$ cat src/rtl/turbo_iter_ctrl.sv
// turbo_iter_ctrl: schedules dec1/dec2 half-iterations with a shared address sweep, then streams the decoded frame.
// Rev 1.0
`default_nettype none
`timescale 1ns/1ps

module turbo_iter_ctrl #(
    parameter int MAX_ITER  = 8,
    parameter int BLK_WORDS = 256,
    parameter int AW        = 8,
    parameter int TIMEOUT   = 1024
) (
    input  logic          clk,
    input  logic          rst,
    input  logic          frm_valid,
    output logic          frm_ready,
    input  logic [3:0]    iter_lim,
    output logic          dec_start,
    output logic          dec_sel,
    output logic          addr_en,
    output logic [AW-1:0] addr,
    input  logic          dec_done,
    input  logic          hard_match,
    output logic [3:0]    iter_cnt,
    output logic          out_valid,
    input  logic          out_ready,
    output logic [AW-1:0] out_addr,
    output logic          out_last,
    output logic          busy,
    output logic          err
);

    localparam int            WW        = $clog2(TIMEOUT + 1);
    localparam logic [AW-1:0] LAST_ADDR = AW'(BLK_WORDS - 1);
    localparam logic [WW-1:0] TO_LAST   = WW'(TIMEOUT - 1);

    typedef enum logic [2:0] {
        IDLE    = 3'd0,
        D1_RUN  = 3'd1,
        D1_WAIT = 3'd2,
        D2_RUN  = 3'd3,
        D2_WAIT = 3'd4,
        OUT     = 3'd5
    } state_t;

    state_t        state, state_nx;
    logic [3:0]    lim, lim_nx, lim_req, iter_nx, iter_inc;
    logic [AW-1:0] addr_nx, out_addr_nx;
    logic [WW-1:0] wait_cnt, wait_cnt_nx;
    logic          err_nx, stop_now, run_nx;

    always_comb begin
        lim_req = iter_lim;
        if (iter_lim == 4'd0) begin
            lim_req = 4'd1;
        end else if (int'(iter_lim) > MAX_ITER) begin
            lim_req = 4'(MAX_ITER);
        end
    end

    assign iter_inc = (iter_cnt == 4'hF) ? 4'hF : iter_cnt + 4'd1;
    // A match on the very first iteration has no previous decision set to compare against.
    assign stop_now = (({1'b0, iter_cnt} + 5'd1) == {1'b0, lim}) ||
                      (hard_match && (iter_cnt != 4'd0));
    assign run_nx   = (state_nx == D1_RUN) || (state_nx == D2_RUN);

    always_comb begin
        state_nx    = state;
        lim_nx      = lim;
        iter_nx     = iter_cnt;
        err_nx      = err;
        addr_nx     = addr;
        out_addr_nx = out_addr;
        wait_cnt_nx = wait_cnt;
        case (state)
            IDLE: begin
                if (frm_valid) begin
                    lim_nx   = lim_req;
                    iter_nx  = 4'd0;
                    err_nx   = 1'b0;
                    addr_nx  = '0;
                    state_nx = D1_RUN;
                end
            end
            D1_RUN, D2_RUN: begin
                if (addr == LAST_ADDR) begin
                    addr_nx     = '0;
                    wait_cnt_nx = '0;
                    state_nx    = (state == D1_RUN) ? D1_WAIT : D2_WAIT;
                end else begin
                    addr_nx = addr + 1'b1;
                end
            end
            D1_WAIT, D2_WAIT: begin
                if (dec_done) begin
                    if (state == D1_WAIT) begin
                        state_nx = D2_RUN;
                    end else begin
                        iter_nx     = iter_inc;
                        out_addr_nx = '0;
                        state_nx    = stop_now ? OUT : D1_RUN;
                    end
                end else if (wait_cnt == TO_LAST) begin
                    err_nx   = 1'b1;
                    state_nx = IDLE;
                end else begin
                    wait_cnt_nx = wait_cnt + 1'b1;
                end
            end
            OUT: begin
                if (out_ready) begin
                    if (out_addr == LAST_ADDR) begin
                        out_addr_nx = '0;
                        state_nx    = IDLE;
                    end else begin
                        out_addr_nx = out_addr + 1'b1;
                    end
                end
            end
            default: begin
                state_nx = IDLE;
            end
        endcase
    end

    // Every output is a flop loaded from next-state values, so no input reaches an output combinationally.
    always_ff @(posedge clk or negedge rst) begin
        if (!rst) begin
            state     <= IDLE;
            lim       <= 4'd1;
            iter_cnt  <= 4'd0;
            err       <= 1'b0;
            addr      <= '0;
            out_addr  <= '0;
            wait_cnt  <= '0;
            frm_ready <= 1'b1;
            busy      <= 1'b0;
            dec_start <= 1'b0;
            dec_sel   <= 1'b0;
            addr_en   <= 1'b0;
            out_valid <= 1'b0;
            out_last  <= 1'b0;
        end else begin
            state     <= state_nx;
            lim       <= lim_nx;
            iter_cnt  <= iter_nx;
            err       <= err_nx;
            addr      <= addr_nx;
            out_addr  <= out_addr_nx;
            wait_cnt  <= wait_cnt_nx;
            frm_ready <= (state_nx == IDLE);
            busy      <= (state_nx != IDLE);
            dec_start <= run_nx && (state_nx != state);
            dec_sel   <= (state_nx == D2_RUN) || (state_nx == D2_WAIT);
            addr_en   <= run_nx;
            out_valid <= (state_nx == OUT);
            out_last  <= (state_nx == OUT) && (out_addr_nx == LAST_ADDR);
        end
    end

endmodule

`default_nettype wire

$ cat config.mk
export PLATFORM = sky130hd
export DESIGN_NAME = turbo_iter_ctrl
export DESIGN_NICKNAME = d
export VERILOG_FILES = /design/src/rtl/turbo_iter_ctrl.sv
export SDC_FILE = /design/constraint.sdc
export NUM_CORES = 1
export LEC_CHECK = 0
export CAP_MARGIN = 25
export CORE_MARGIN = 10
export CORE_UTILIZATION = 35
export CTS_CLUSTER_DIAMETER = 30
export DETAILED_ROUTE_END_ITERATION = 8
export PLACE_DENSITY = 0.64
export SLEW_MARGIN = 20
export SYNTH_ARGS = -nofsm -noshare
export SYNTH_HDL_FRONTEND = slang
export SYNTH_SLANG_ARGS = --single-unit
$ cat constraint.sdc
create_clock -name clk -period 2.25 [get_ports clk]
set_input_delay 0.225 -clock clk [delete_from_list [all_inputs] [get_ports clk]]
set_output_delay 0.225 -clock clk [all_outputs]
set_load 0.02 [all_outputs]
==> summary.txt, run 1 <==
Status
  – Result of the run: finished clean

STA
  – Final period util: 0.915
  – Setup TNS: 0 ps
  – Setup repair after global routing missed its margin: false
  – Hold violation count in the final report: 0
  – Final critical-path setup slack: 191 ps
  – Actual slew at the worst max-slew pin: 611 ps
  – Max Clock Freq: 0.486 GHz
  – Final count of pins violating max slew: 0
  – Skew final: 5.81 ps
  – Min cycle time layout: 2060 ps
  – Final Setup Violations: 0
  – Max-slew headroom: 0.593

Cells and area
  – Layout net count: 334
  – Final Cell Area: 3250 um2
  – Number of cells in the finished layout apart from fillers: 419
  – Core Util, Final: 0.451
  – Diode count: 0
  – Area Growth Syn to Fin: 26.3%
  – Layout cell share with drive strength beyond 1: 0.109

Detailed routing
  – Routed length on met1: 2930 um
  – Drt first pass iters: 4
  – Avg Vias per Cell: 5.41
  – WL per Instance: 15.5 um
  – Wire length on met3: 310 um
  – First-iteration detailed-routing DRC count: 111
  – DR DRC count: 0
  – Post-Route WL: roughly 6500 um
  – Antenna viol nets, final: 0
  – Highest routed layer: met4
  – Met2 wirelength from detailed routing: approximately 3200 um
  – Total via count after detailed routing: 2265

CTS
  – Clock buffer count from CTS: 5
  – TritonCTS clock tree: built
  – Clock-pin transition on the worst setup and hold timing paths: 90 ps
  – Buffer depth of the longest clock path: 2
  – Clock latency at the later pin of the worst-skew pair: 300 ps
  – Clk Tree Root Cell: clkbuf_8
  – Max H-tree Level: 2
  – Count of instances resized after the clock tree is built: 0
  – Sink count of the clock tree: between 40 and 50

Yosys
  – Cell count after synthesis: 276
  – Syn Std Cell Area: ~2600 um2
  – Count of synthesis-stage warnings from yosys: 0
  – Post-synth EDFFs: 0
  – Cell variety after synth: approximately 60
  – Async S/R FF share, synth: 1.00
  – Number of register bits inferred by synthesis: 46
  – Net count of the mapped netlist: 291
  – Sequential area share after synthesis: 0.448
  – Most common flop cell mapped by yosys: dfrtp_1
  – Avg Cell Area, Syn: between 9 and 10 um2

Setup path
  – Path type of the worst setup path: register to register
  – CP Capture Type: register
  – Critical path peak fanout: 12
  – Required time of the worst setup path: about 2500 ps
  – WP data arrival: ~2300 ps
  – Element type at the critical path start: register

Placed design
  – Final weighted congestion in routability-driven placement: 0.901
  – Estimated wirelength of the detail-placed design: 4920 um
  – Total of buffers placed on input and output ports: 37
  – Worst slack, placed: 186 ps
  – DP Cell Count: 410
  – Placed Instance Area: 3100 um2

Die
  – IO Count: 38
  – Total core area: roughly 7200 um2
  – Horiz. Die Dim: 106 um
  – Initial core utilization: 0.357
  – Die ar.: 11200 um2
  – Num rows: 31
  – Die outline height: 106 um

Pwr
  – Power density over cell area: 911 nW/um2
  – Design internal power: 1.91 mW
  – Power share of the sequential group: 0.392
  – Combinational share of power: 0.360
  – Switching share of total power: 0.357
  – Clock network fraction of total power: 0.248
  – Net load switching power: approximately 1.1 mW
  – Lkg Pwr: 1.33 nW
  – Worst VDD drop: 0.430 mV

Global routing
  – Total global-route track usage: 0.116
  – Global-route congestion overflow total: 0
  – Via count of the first global-routing pass: 2264
  – Pin count of the biggest net entering global routing: 26
  – Antenna violations before repair: 0
  – First-pass GRT wire length: 11000 um

Flow run
  – Number of max-cap violations: 0

Hold path
  – Min-delay worst type: input port to async pin
-- final cells by class --
class,instances,area [um2]
Fill cell,715,3960
Sequential cell,46,1150
Clock buffer,5,68.8
Tap cell,99,124
Clock inverter,3,68.8
Inverter,6,22.5
Timing Repair Buffer,50,478
Multi-Input combinational cell,210,1340
-- cells in the final DEF, fill, tap and decap left out, types with 6 or more instances in the layout --
cell type,n
dfrtp_1,44
clkdlybuf4s50_1,36
nand2_1,31
o21ai_0,26
a21oi_1,14
nand3_1,13
nor2_1,13
buf_4,11
nand2b_1,8
nand4_1,8
nor3_1,8
o31ai_1,7
a31oi_1,6
-- cells in the mapped netlist, types with 3 or more instances --
library cell,n,area [um2]
dfrtp_1,44,1100
nand2_1,31,116
o21ai_0,26,130
a21oi_1,14,70.1
nand3_1,13,65.1
nor2_1,13,48.8
nand2b_1,8,50.1
nand4_1,8,50.1
nor3_1,8,40.0
buf_2,7,35.0
o31ai_1,7,52.6
a31oi_1,6,37.5
clkbuf_1,6,22.5
ha_1,5,62.6
inv_1,5,18.8
xnor2_1,5,43.8
a21o_1,4,30.0
and3_1,4,25.0
o21ai_1,4,20.0
or4_1,4,30.0
and4_1,3,26.3
xor2_1,3,26.3
-- path summary, 6_finish.rpt --
check	from	endpoint	slack, ps	depth (start not counted)
worst max-delay path	addr[0]	wait_cnt[8]	190	5
worst min-delay path	rst	iter_cnt[3]	440	2
worst max register to register	addr[0]	wait_cnt[8]	190	5
worst min register to register	lim[0]	lim[0]	490	2
max in group asynchronous	rst	frm_ready	1210	3
min in group clk	lim[0]	lim[0]	490	2
-- through the flow --
| step | hold slack [ps] | power, mW |
|---|---|---|
| final | 445 | 2.96 |
| after global routing | 486 | 3.17 |
| after CTS | 462 | 3.00 |
| after detailed placement | 241 | 2.25 |
| after global placement | 241 | 2.23 |
| after floorplan | -70.6 | 1.81 |
-- metal layers --
metal,up-vias,GRT usage
li1,1121,-
met1,1094,0.148
met2,43,0.195
met3,7,0.0274
met4,0,0.0271
met5,-,0
-- power by group through the flow --
stage	logic, mW	clock network, mW	registers, mW
after detailed placement	1.08	0	1.18
after floorplan	0.536	0	1.28
after global routing	1.18	0.790	1.20
after global placement	1.06	0	1.18
after CTS	1.08	0.756	1.16
final	1.07	0.736	1.16
-- what timing repair did --
action	CTS	global route
setup buffers	0	0
hold buffers	1	0
hold endpoints to repair	20	0
-- worst max-delay path: stages, from the launching register on --
cell and delay, ps:
dfrtp_1 420, ha_1 270, nand4_2 190, o21a_1 400, or4_1 560, a21oi_1 160
-- registers in the layout, summed over array words and instances, names as in the netlist --
signal / cells
iter_cnt: 4
addr: 8
out_valid: 1
lim: 4
addr_en: 1
out_last: 1
state: 3
dec_start: 1
frm_ready: 1
busy: 1
out_addr: 8
dec_sel: 1
wait_cnt: 11
err: 1
-- logic make-up (layout without fill, tap and decap cells) --
| kind of cell | count (synthesis) | after routing | share of synthesized area |
|---|---|---|---|
| and+or+nand+nor | 111 | 111 | 0.239 |
| AOI/OAI and AO/OA | 84 | 84 | 0.221 |
| DFF | 46 | 46 | 0.448 |
| buffers and inverters | 20 | 64 | 0.0330 |
| xor gates and xnor gates | 8 | 8 | 0.0272 |
| adders and majority gates | 5 | 5 | 0.0243 |
| muxes | 2 | 2 | 0.00777 |
(Power assumes the default switching activity.)
==> run 2, diff against run 1 <==
- PLACE_DENSITY: 0.64 -> default
- PLACE_DENSITY_LB_ADDON: default -> 0.3
==> run 2 against run 1 <==
Against the previous run: hold slack improved by 51 ps; global-route usage rose by 0.53 points; via count rose by 2.7%; die area did not move; final cell count rose by 1.2%; first-iteration DRC count rose by 13%; critical endpoint is now wait_cnt[9].
==> summary.txt, run 2 (synthesized netlist as in run 1, its figures left out) <==
Status
  – Result of the run: finished clean (unchanged)

Global routing
  – Total global-route track usage: 0.122 (was 0.116)
  – Antenna violations before repair: 0 (unchanged)
  – Global-route congestion overflow total: 0 (unchanged)
  – Pin count of the biggest net entering global routing: 30 (was 26)
  – Via count of the first global-routing pass: 2266 (was 2264)
  – First-pass GRT wire length: 11400 um (was 11000 um)

Placed design
  – Total of buffers placed on input and output ports: 37 (unchanged)
  – Final weighted congestion in routability-driven placement: 0.863 (was 0.901)
  – Estimated wirelength of the detail-placed design: 5000 um (was 4920 um)

STA
  – Skew final: 11.3 ps (was 5.81 ps)
  – Min cycle time layout: 2100 ps (was 2060 ps)
  – Max Clock Freq: 0.476 GHz (was 0.486 GHz)
  – Setup repair after global routing missed its margin: false (unchanged)
  – Final Setup Violations: 0 (unchanged)
  – Final count of pins violating max slew: 0 (unchanged)
  – Hold violation count in the final report: 0 (unchanged)
  – Actual slew at the worst max-slew pin: 684 ps (was 611 ps)
  – Setup TNS: 0 ps (unchanged)
  – Final period util: 0.933 (was 0.915)
  – Max-slew headroom: 0.544 (was 0.593)

Setup path
  – CP Capture Type: register (unchanged)
  – WP data arrival: 2330 ps (was 2280 ps)
  – Path type of the worst setup path: register to register (unchanged)
  – Slowest stage delay, CP: 510 ps (was 560 ps)
  – Top Family by Delay on Critical Path: simple AND/OR/NAND/NOR gates (unchanged)
  – Required time of the worst setup path: 2480 ps (was 2470 ps)
  – Critical-path cell list: or3b_4, a21oi_4, a21oi_2, or4_1, a21oi_1 (was ha_1, nand4_2, o21a_1, or4_1, a21oi_1)
  – Element type at the critical path start: register (unchanged)
  – Standard cell with the maximum stage delay on the critical path: or4_1 (unchanged)
  – Combined buffer and inverter count along the critical path: 0 (unchanged)
  – Critical path peak fanout: 15 (was 12)

CTS
  – Max H-tree Level: 2 (unchanged)
  – Clock buffer count from CTS: 5 (unchanged)
  – TritonCTS clock tree: built (unchanged)
  – Clock-pin transition on the worst setup and hold timing paths: 90 ps (about the same)
  – Clock latency at the later pin of the worst-skew pair: 300 ps (about the same)
  – Count of instances resized after the clock tree is built: 0 (unchanged)
  – Post-CTS Repair Setup Buffers: 0 (unchanged)
  – Buffer depth of the longest clock path: 2 (unchanged)
  – Clk Tree Root Cell: clkbuf_8 (unchanged)
  – Sink count of the clock tree: 46 (unchanged)
  – Hold Buf Count CTS: 1 (unchanged)

Die
  – Num rows: 31 (unchanged)
  – Die ar.: 11200 um2 (unchanged)
  – Die outline height: 106 um (unchanged)
  – Initial core utilization: 0.357 (unchanged)
  – IO Count: 38 (unchanged)
  – Horiz. Die Dim: 106 um (unchanged)
  – Total core area: 7210 um2 (unchanged)

Cells and area
  – Top Registers: wait_cnt x11, addr x8, out_addr x8 (unchanged)
  – Largest register FFs: 11 (unchanged)
  – Most frequent standard cell in the layout excluding fill and tap cells: dfrtp_1 (unchanged)
  – Area Growth Syn to Fin: 26.2% (was 26.3%)
  – Diode count: 0 (unchanged)
  – Filler cells: 733 (was 715)
  – Core Util, Final: 0.450 (was 0.451)
  – Largest register by flop count: wait_cnt (unchanged)
  – Layout cell share with drive strength beyond 1: 0.120 (was 0.109)
  – Layout net count: 339 (was 334)
  – Highest-count cells in the layout ignoring fill and taps: 44 x dfrtp_1, 36 x clkdlybuf4s50_1, 31 x nand2_1 (unchanged)

Flow run
  – Number of max-cap violations: 0 (unchanged)

Hold path
  – Min-delay worst type: input port to async pin (unchanged)

Detailed routing
  – Antenna viol nets, final: 0 (unchanged)
  – First-iteration detailed-routing DRC count: 125 (was 111)
  – Post-Route WL: 6770 um (was 6480 um)
  – Drt first pass iters: 4 (unchanged)
  – DR DRC count: 0 (unchanged)
  – Total via count after detailed routing: 2327 (was 2265)
  – WL per Instance: 16.0 um (was 15.5 um)
  – Avg Vias per Cell: 5.49 (was 5.41)

Pwr
  – Power density over cell area: 880 nW/um2 (was 911 nW/um2)
  – Lkg Pwr: 1.33 nW (about the same)
  – Worst VDD drop: 0.464 mV (was 0.430 mV)
run 2: stage by stage:
stage	instances	hold WS, ps	setup WS [ps]	total power, mW	area, um2
2_1_floorplan	276	-70.6	281	1.81	2570
3_3_place_gp	415	288	241	2.24	3130
3_5_place_dp	415	300	192	2.26	3130
4_1_cts	424	488	168	2.89	3250
5_1_grt	424	506	38.2	3.05	3250
6_report	424	495	151	2.86	3250
run 2: final timing paths:
path                       cells after the start          end         from  slack (ps)
min in group clk                               3       lim[2]  iter_lim[2]         500
min                                            2  iter_cnt[0]          rst         500
max reg2reg                                    5  wait_cnt[9]     state[0]         150
max in group asynchronous                      3      addr[5]          rst        1140
min reg2reg                                    2       lim[3]       lim[3]         500
max                                            5  wait_cnt[9]     state[0]         150
run 2: layout make-up:
class / instances / area, um2 / area share
Timing Repair Buffer: 55 / 503 / 0.155
Sequential cell: 46 / 1150 / 0.355
Multi-Input combinational cell: 210 / 1340 / 0.411
Clock buffer: 6 / 72.6 / 0.0223
Clock inverter: 2 / 37.5 / 0.0116
Inverter: 6 / 22.5 / 0.00693
Tap cell: 99 / 124 / 0.0381
run 2: report_power, final:
group	switching [mW]	internal, mW	total, mW
Combinational	0.576	0.466	1.04
Clock	0.296	0.332	0.628
Sequential	0.197	0.993	1.19
run 2: per-layer routing:
| layer | vias up | part of all wire | GRT usage |
|---|---|---|---|
| li1 | 1127 | - | - |
| met1 | 1141 | 0.46 | 0.151 |
| met2 | 51 | 0.48 | 0.203 |
| met3 | 8 | 0.044 | 0.0298 |
| met4 | 0 | 0.012 | 0.0358 |
| met5 | - | 0 | 0 |
run 2: worst reg2reg max path: stages, from the launching register on:
cell and delay (ps):
dfrtp_1 500, or3b_4 460, a21oi_4 210, a21oi_2 190, or4_1 510, a21oi_1 160
